--- config.mk ---
export PLATFORM = sky130hd
export DESIGN_NAME = cla_word_sequencer
export DESIGN_NICKNAME = d
export VERILOG_FILES = /design/src/rtl/cla_word_sequencer.sv
export SDC_FILE = /design/constraint.sdc
export NUM_CORES = 1
export LEC_CHECK = 0
export ABC_AREA = 1
export BUFFER_PORTS_ARGS = -buffer_cell sky130_fd_sc_hd__buf_2
export CAP_MARGIN = 20
export CORE_UTILIZATION = 54
export CTS_CLUSTER_SIZE = 20
export DETAILED_ROUTE_END_ITERATION = 10
export PLACE_DENSITY = 0.79
export SLEW_MARGIN = 40
export SYNTH_ARGS = -nofsm -noshare
export SYNTH_HDL_FRONTEND = slang
export SYNTH_SLANG_ARGS = --single-unit
--- constraint.sdc ---
create_clock -name clk -period 2.7 [get_ports clk]
set_input_delay 0.405 -clock clk [delete_from_list [all_inputs] [get_ports clk]]
set_output_delay 0.405 -clock clk [all_outputs]
set_load 0.005 [all_outputs]
--- src/rtl/cla_word_sequencer.sv ---
// cla_word_sequencer: a WIDTH-bit adder/subtractor that runs one nibble per
// cycle through a single 4-bit carry-lookahead adder. The least significant
// nibble goes first, and the carry is held in a register between nibbles.
// Operands are latched when the request is accepted. The result is held until
// the consumer takes it.
//
// Ports
//   clk        clock; all state updates on the rising edge
//   rst_n      asynchronous active-low reset
//   in_valid   request present
//   in_ready   request can be accepted (state IDLE)
//   in_a/in_b  WIDTH-bit operands
//   in_cin     carry-in for add (ignored when subtracting)
//   in_sub     1: A - B, 0: A + B + in_cin
//   out_valid  result valid, held until out_ready
//   out_ready  consumer accepts result
//   out_sum    result modulo 2^WIDTH
//   out_cout   carry out of the MSB (subtract: 1 = no borrow)
//   out_ovf    signed overflow of the final nibble
//   busy       operation in progress or result waiting

// 4-bit carry-lookahead adder. It exposes the carries into and out of bit 3,
// so the caller can derive signed overflow.
module cla (
  input  logic [3:0] a,
  input  logic [3:0] b,
  input  logic       ci,
  output logic [3:0] s,
  output logic       c3,
  output logic       c4
);
  logic [3:0] g;
  logic [3:0] p;
  logic [3:0] c;

  assign g = a & b;
  assign p = a ^ b;

  assign c[0] = ci;
  assign c[1] = g[0] | (p[0] & ci);
  assign c[2] = g[1] | (p[1] & g[0]) | (p[1] & p[0] & ci);
  assign c[3] = g[2] | (p[2] & g[1]) | (p[2] & p[1] & g[0]) | (p[2] & p[1] & p[0] & ci);
  assign c4   = g[3] | (p[3] & g[2]) | (p[3] & p[2] & g[1]) | (p[3] & p[2] & p[1] & g[0])
              | (p[3] & p[2] & p[1] & p[0] & ci);
  assign c3   = c[3];
  assign s    = p ^ c;
endmodule

module cla_word_sequencer #(
  parameter int WIDTH = 16
) (
  input  logic             clk,
  input  logic             rst_n,
  input  logic             in_valid,
  output logic             in_ready,
  input  logic [WIDTH-1:0] in_a,
  input  logic [WIDTH-1:0] in_b,
  input  logic             in_cin,
  input  logic             in_sub,
  output logic             out_valid,
  input  logic             out_ready,
  output logic [WIDTH-1:0] out_sum,
  output logic             out_cout,
  output logic             out_ovf,
  output logic             busy
);
  localparam int NIB = WIDTH / 4;
  localparam int IW  = $clog2(NIB);
  localparam logic [IW-1:0] LAST = IW'(NIB - 1);

  typedef enum logic [1:0] {IDLE = 2'd0, RUN = 2'd1, DONE = 2'd2} state_t;

  state_t           state_reg, state_next;
  logic [IW-1:0]    idx_reg;
  logic             carry_reg;
  logic [WIDTH-1:0] a_reg, b_reg, sum_reg;
  logic             cout_reg, ovf_reg;

  logic [3:0] nib_a [NIB];
  logic [3:0] nib_b [NIB];
  logic [3:0] cla_a, cla_b, cla_s;
  logic       cla_c3, cla_c4;
  logic       accept, run_step;

  // Split the latched operands into nibbles. The current index selects the
  // pair that feeds the adder.
  generate
    for (genvar gi = 0; gi < NIB; gi++) begin : g_nib
      assign nib_a[gi] = a_reg[4*gi +: 4];
      assign nib_b[gi] = b_reg[4*gi +: 4];
    end
  endgenerate

  assign cla_a = nib_a[idx_reg];
  assign cla_b = nib_b[idx_reg];

  cla u_cla (
    .a  (cla_a),
    .b  (cla_b),
    .ci (carry_reg),
    .s  (cla_s),
    .c3 (cla_c3),
    .c4 (cla_c4)
  );

  // State register
  always_ff @(posedge clk or negedge rst_n) begin
    if (!rst_n) state_reg <= IDLE;
    else        state_reg <= state_next;
  end

  // Next-state logic
  always_comb begin
    state_next = state_reg;
    case (state_reg)
      IDLE:    if (in_valid)         state_next = RUN;
      RUN:     if (idx_reg == LAST)  state_next = DONE;
      DONE:    if (out_ready)        state_next = IDLE;
      default:                       state_next = IDLE;
    endcase
  end

  // Output / control decode
  always_comb begin
    in_ready  = (state_reg == IDLE);
    busy      = (state_reg != IDLE);
    out_valid = (state_reg == DONE);
    accept    = in_valid && (state_reg == IDLE);
    run_step  = (state_reg == RUN);
  end

  // Datapath. Subtraction is done as A + ~B + 1: B is inverted once, at
  // accept time, and the seed carry is forced to 1.
  always_ff @(posedge clk or negedge rst_n) begin
    if (!rst_n) begin
      idx_reg   <= '0;
      carry_reg <= 1'b0;
      a_reg     <= '0;
      b_reg     <= '0;
      sum_reg   <= '0;
      cout_reg  <= 1'b0;
      ovf_reg   <= 1'b0;
    end else if (accept) begin
      a_reg     <= in_a;
      b_reg     <= in_sub ? ~in_b : in_b;
      carry_reg <= in_sub | in_cin;
      idx_reg   <= '0;
    end else if (run_step) begin
      carry_reg <= cla_c4;
      for (int i = 0; i < NIB; i++) begin
        if (idx_reg == IW'(i)) sum_reg[4*i +: 4] <= cla_s;
      end
      if (idx_reg == LAST) begin
        // The index wraps here, and only here.
        idx_reg  <= '0;
        cout_reg <= cla_c4;
        ovf_reg  <= cla_c4 ^ cla_c3;
      end else begin
        idx_reg <= idx_reg + 1'b1;
      end
    end
  end

  assign out_sum  = sum_reg;
  assign out_cout = cout_reg;
  assign out_ovf  = ovf_reg;
endmodule
==> flow_summary.json, run 1 <==
{
  "antenna_found_initial": 0,
  "synth-simple-area-share_pct": 22.5,
  "setup_tns_ps": 0,
  "setup_violations": 0,
  "synth_area_um2": 2700,
  "nNetsFinal": 421,
  "multi_input_area_um2": 1170,
  "grtUsageMet3_pct": 4.70,
  "crit_type": "reg2reg",
  "diodes": 0,
  "yosys.area_share.adder_pct": 4.45,
  "total_power_mw": 4.16,
  "synth_edf_count": 0,
  "synth_xor_area_share_pct": 5.84,
  "yosys.area.top_type": "dfrtp_1",
  "synth_warnings": 0,
  "cp_top_family": "flip-flops",
  "drt-vias-per-instance": 4.97,
  "synthTopCellsByArea": "dfrtp_1, nand2_1, o21ai_0",
  "drive_gt1_share_pct": 21.6,
  "path_cells": "inv_1 -> o21ai_0 -> o22ai_1 -> ha_1 -> nand3_1 -> nand3_1 -> xnor2_1 -> o21ai_0",
  "io_pins": 59,
  "core_um2": 4750,
  "grt_max_degree": 51,
  "skew_ps": 9.33,
  "grt_util_met1_pct": 28.7,
  "grtUsageTotal_pct": 23.4,
  "hold_class": "in2reg",
  "synthCells": 316,
  "cp_slowest_cell": "dfrtp_1",
  "max_stage_delay_ps": 470,
  "cp_max_fo": 13,
  "crit_arrival_ps": 2470,
  "grt-ovfl-total": 0,
  "cts_root_buffer": "clkbuf_8",
  "routed_wl_um": 5580,
  "drt_iter0_drc": 83,
  "peakVddDrop_v": 0.000635,
  "numPortBuffers": 58,
  "cts_tree": "done",
  "post-route-util_pct": 66.1,
  "ys_seq_area_share_pct": 51.0,
  "cts_buffer_depth": 2,
  "worst_pin_slew_ps": 471,
  "clk_latency_ps": 310,
  "die-area_um2": 5280,
  "clock_tree.htree_level_count": 2,
  "regArea_um2": 1380,
  "rows": 25,
  "antenna_left": 0,
  "place.gp.congestion": 0.883,
  "area_growth_pct": 16.5,
  "grt_setup_unrepaired": "no",
  "place_worst_setup_slack_ps": 407,
  "grt-busiest-layer": "met2",
  "numPlacedInstances": 433,
  "status": "finished clean",
  "final_area_um2": 3140,
  "synth-async-reset-ratio_pct": 100,
  "cts.sinks": 55,
  "slew_headroom_pct": 68.4,
  "synthMostInstantiatedCell": "nand2_1",
  "dieHeight_um": 72.7,
  "grt_use_met2_pct": 42.6,
  "cap_violations": 0,
  "hpwl_um": 4260,
  "yosysUniqueCellTypes": 24,
  "muxShareOfSynthArea_pct": 0,
  "synth_top_family_by_area": "simple AND/OR/NAND/NOR gates",
  "synth_compound_area_share_pct": 10.7,
  "path_clk_slew_ps": 90,
  "finalCriticalPeriod_ps": 2300,
  "synth_flop_cell": "dfrtp_1",
  "required_ps": 2870,
  "wl_per_cell_um": 12.6,
  "fill_cells": 426,
  "start_kind": "register",
  "drtPass1Iterations": 4,
  "start_util_pct": 56.7,
  "cts_buffers": 5,
  "fin_cells": 442,
  "worst_setup_path_end_kind": "register",
  "placed_area_um2": 3030,
  "synthTopCellsByCount": "nand2_1, dfrtp_1, o21ai_0",
  "fmax_mhz": 435,
  "die_x_um": 72.7,
  "syn_nets": 363,
  "min_period_over_period_pct": 85.2,
  "drc_errors": 0,
  "setup_ws_ps": 401,
  "avgSynthCellArea_um2": 8.54,
  "crit_buf_inv": 1,
  "grt_pass1_wl_um": 9470,
  "synth.top_cell.area_share_pct": 51.0,
  "ys_seq_elements": 55,
  "finalHoldViolations": 0,
  "vias": 2195,
  "p_leak_nw": 1.67,
  "grt_pass1_vias": 2133,
  "finalMaxSlewViolations": 0,
  "powerDensity_nw_per_um2": 1330,
  "holdWs_ps": 271
}
==> cells in the final DEF (no fill, tap or decap) <==
cell | Yosys | final
nand2_1 | 119 | 119
buf_2 | 8 | 58
dfrtp_1 | 55 | 55
o21ai_0 | 36 | 36
xnor2_1 | 18 | 18
inv_1 | 15 | 15
nor2_1 | 15 | 15
nand3_1 | 12 | 12
ha_1 | 8 | 8
clkbuf_8 | 0 | 7
o22ai_1 | 6 | 6
inv_2 | 5 | 5
buf_4 | 3 | 4
a21oi_1 | 3 | 3
a32oi_1 | 2 | 2
o21ai_2 | 2 | 2
o21ai_1 | 1 | 1
nor2_2 | 1 | 1
nor2_4 | 1 | 1
nor2_8 | 1 | 1
nand2_2 | 1 | 1
o31ai_1 | 1 | 1
o211ai_1 | 1 | 1
fa_1 | 1 | 1
clkinvlp_4 | 0 | 1
dlygate4sd3_1 | 0 | 1
==> cell families after synthesis <==
| group | after synthesis |
|---|---|
| flops | 55 |
| fa+ha+maj | 9 |
| simple gates | 150 |
| compound gates | 52 |
| xor+xnor | 18 |
| buf+inv | 32 |
==> timing repair <==
item                      CTS  global route
resized for setup           0             0
hold buffers                1             0
setup buffers               0             0
hold endpoints to repair    2             0
==> cell type report <==
type,count,share of cell area (%)
well taps,67,2.67
multi-input cells,229,37.3
flip-flops and latches,55,43.8
clock buffers,7,3.07
inverters,20,2.39
repair buffers,63,10.5
clock inverters,1,0.239
==> path summary, 6_finish.rpt <==
kind | from | slack [ps] | cells past startpoint | to
min reg2reg | out_cout | 480 | 2 | out_cout
max | idx_reg[1] | 400 | 8 | out_sum[6]
max reg2reg | idx_reg[1] | 400 | 8 | out_sum[6]
max in group asynchronous | rst_n | 1760 | 3 | b_reg[14]
min | out_ready | 270 | 2 | state_reg[1]
min in group asynchronous | rst_n | 420 | 2 | state_reg[0]
==> power breakdown <==
group / internal (mW) / switching (mW) / leakage (nW)
Sequential: 1.22 / 0.247 / 0.685
Combinational: 0.812 / 1.39 / 0.933
Clock: 0.233 / 0.254 / 0.0505
Total: 2.27 / 1.90 / 1.67
==> layer usage <==
layer / up-vias / share of wire [%]
li1: 1121 / -
met1: 1018 / 44
met2: 50 / 51
met3: 6 / 3.4
met4: 0 / 0.90
met5: - / 0
(Power assumes the default switching activity.)
==> inputs of run 2 (changes only) <==
--- a/config.mk
+++ b/config.mk
@@ -11,7 +11,10 @@
 export CORE_UTILIZATION = 54
 export CTS_CLUSTER_SIZE = 20
 export DETAILED_ROUTE_END_ITERATION = 10
+export GPL_TIMING_DRIVEN = 1
 export PLACE_DENSITY = 0.79
+export RECOVER_POWER = 25
+export REMOVE_ABC_BUFFERS = 1
 export SLEW_MARGIN = 40
 export SYNTH_ARGS = -nofsm -noshare
 export SYNTH_HDL_FRONTEND = slang
==> run 2 against run 1 <==
Effect of this change:
- sequential cell count stayed put
- clock power fell by 10%
- design area fell by 1.0%
- critical path depth unchanged
- total power shrank 2.2%
- non-clock buffer count did not move
- fmax up 2.9%
- die area unchanged
- worst setup slack better by 65 ps
- via count decreased by 0.36%
- critical path type unchanged
- largest cell class unchanged
- largest power group unchanged
- highest routed layer unchanged
==> flow_summary.json, run 2 (synthesized netlist as in run 1, its figures left out) <==
{
  "finalMaxSlewViolations": 0,
  "cts_root_buffer": "clkbuf_8",
  "dieHeight_um": 72.7,
  "drt-vias-per-instance": 4.95,
  "core_um2": 4750,
  "numPortBuffers": 58,
  "grt_pass1_vias": 2104,
  "fmax_mhz": 448,
  "powerDensity_nw_per_um2": 1310,
  "min_period_over_period_pct": 82.7,
  "post-route-util_pct": 65.4,
  "cp_top_family": "flip-flops",
  "area_growth_pct": 15.3,
  "total_power_mw": 4.07,
  "drc_errors": 0,
  "routed_wl_um": 5410,
  "grt-ovfl-total": 0,
  "antenna_left": 0,
  "grtUsageTotal_pct": 22.4,
  "rows": 25,
  "slew_headroom_pct": 2.56,
  "start_util_pct": 56.7,
  "status": "finished clean",
  "die_x_um": 72.7,
  "start_kind": "register",
  "wl_per_cell_um": 12.2,
  "cp_max_fo": 13,
  "r2r_setup_slack_ps": 470,
  "finalHoldViolations": 0,
  "finalCriticalPeriod_ps": 2230,
  "diodes": 0,
  "cts.sinks": 55,
  "grt_pass1_wl_um": 9220,
  "post_cts_resized": 0,
  "final_cell_mix": "nand2_1, buf_2, dfrtp_1, o21ai_0, xnor2_1",
  "holdWs_ps": 282,
  "vias": 2187,
  "place_worst_setup_slack_ps": 524,
  "crit_arrival_ps": 2410,
  "p_leak_nw": 1.65,
  "skew_ps": 9.39,
  "path_clk_slew_ps": 90,
  "required_ps": 2880,
  "cp_slowest_cell": "dfrtp_1",
  "grt_max_degree": 45,
  "path_cells": "inv_1 -> o21ai_0 -> o22ai_1 -> ha_1 -> nand3_1 -> nand3_1 -> xnor2_1 -> o21ai_0",
  "fill_cells": 455,
  "crit_buf_inv": 1,
  "cts_tree": "done",
  "final_common_cell": "nand2_1",
  "clk_latency_ps": 300,
  "hold_class": "in2reg",
  "cts_buffer_depth": 2,
  "setup_ws_ps": 466,
  "io_pins": 59,
  "drtPass1Iterations": 4,
  "die-area_um2": 5280,
  "worst_pin_slew_ps": 1460,
  "drive_gt1_share_pct": 20.3,
  "setup_tns_ps": 0,
  "crit_type": "reg2reg",
  "cap_violations": 0,
  "peakVddDrop_v": 0.000591,
  "place.gp.congestion": 0.882,
  "worst_setup_path_end_kind": "register",
  "cts_buffers": 5,
  "max_stage_delay_ps": 480,
  "grt_setup_unrepaired": "no",
  "drt_iter0_drc": 119,
  "setup_violations": 0,
  "antenna_found_initial": 0,
  "hpwl_um": 4040,
  "clock_tree.htree_level_count": 2,
  "nNetsFinal": 421
}
run 2: timing repair:
item / in CTS / in global routing
setup buffers: 0 / 0
hold endpoints to repair: 1 / 0
endpoints found under the setup margin: 0 / 0
hold buffers: 1 / 0
run 2: worst reg2reg max path, stage by stage (launching register included):
cell	delay (ps)
dfrtp_1	480
inv_1	310
o21ai_0	140
o22ai_1	170
ha_1	330
nand3_1	100
nand3_1	110
xnor2_1	350
o21ai_0	130
run 2: cell type report:
| cell class | instances | area (um^2) | area share (%) |
|---|---|---|---|
| well taps | 67 | 83.8 | 2.70 |
| repair buffers | 63 | 322 | 10.3 |
| clock inverters | 1 | 5.00 | 0.161 |
| inverters | 20 | 75.1 | 2.41 |
| multi-input cells | 229 | 1170 | 37.7 |
| clock buffers | 7 | 76.3 | 2.45 |
| flip-flops and latches | 55 | 1380 | 44.2 |
run 2: path summary, 6_finish.rpt:
path / from / end / cells after the start
setup / recovery: idx_reg[1] / out_sum[6] / 8
hold / removal: out_ready / state_reg[1] / 2
setup reg to reg: idx_reg[1] / out_sum[6] / 8
hold reg to reg: out_sum[14] / out_sum[14] / 2
max in group asynchronous: rst_n / b_reg[7] / 3
min in group asynchronous: rst_n / state_reg[1] / 2
run 2: routing by layer:
metal	track usage, %	wire length [um]	share of wire [%]
met2	40.7	2740	51
met1	28.3	2470	46
met5	0	0	0
met4	3.92	32	0.59
met3	4.14	162	3.0
run 2: where the power goes:
part | total, mW | internal, mW | switching, mW | leakage (nW)
logic | 2.17 | 0.809 | 1.36 | 0.923
clock network | 0.438 | 0.183 | 0.255 | 0.0422
registers | 1.47 | 1.22 | 0.244 | 0.685
total | 4.07 | 2.21 | 1.86 | 1.65
run 2: per-stage QoR:
step	instances	cell area [um^2]
2_1_floorplan	304	2620
3_3_place_gp	433	3030
3_5_place_dp	433	3030
4_1_cts	442	3120
5_1_grt	442	3110
6_report	442	3110
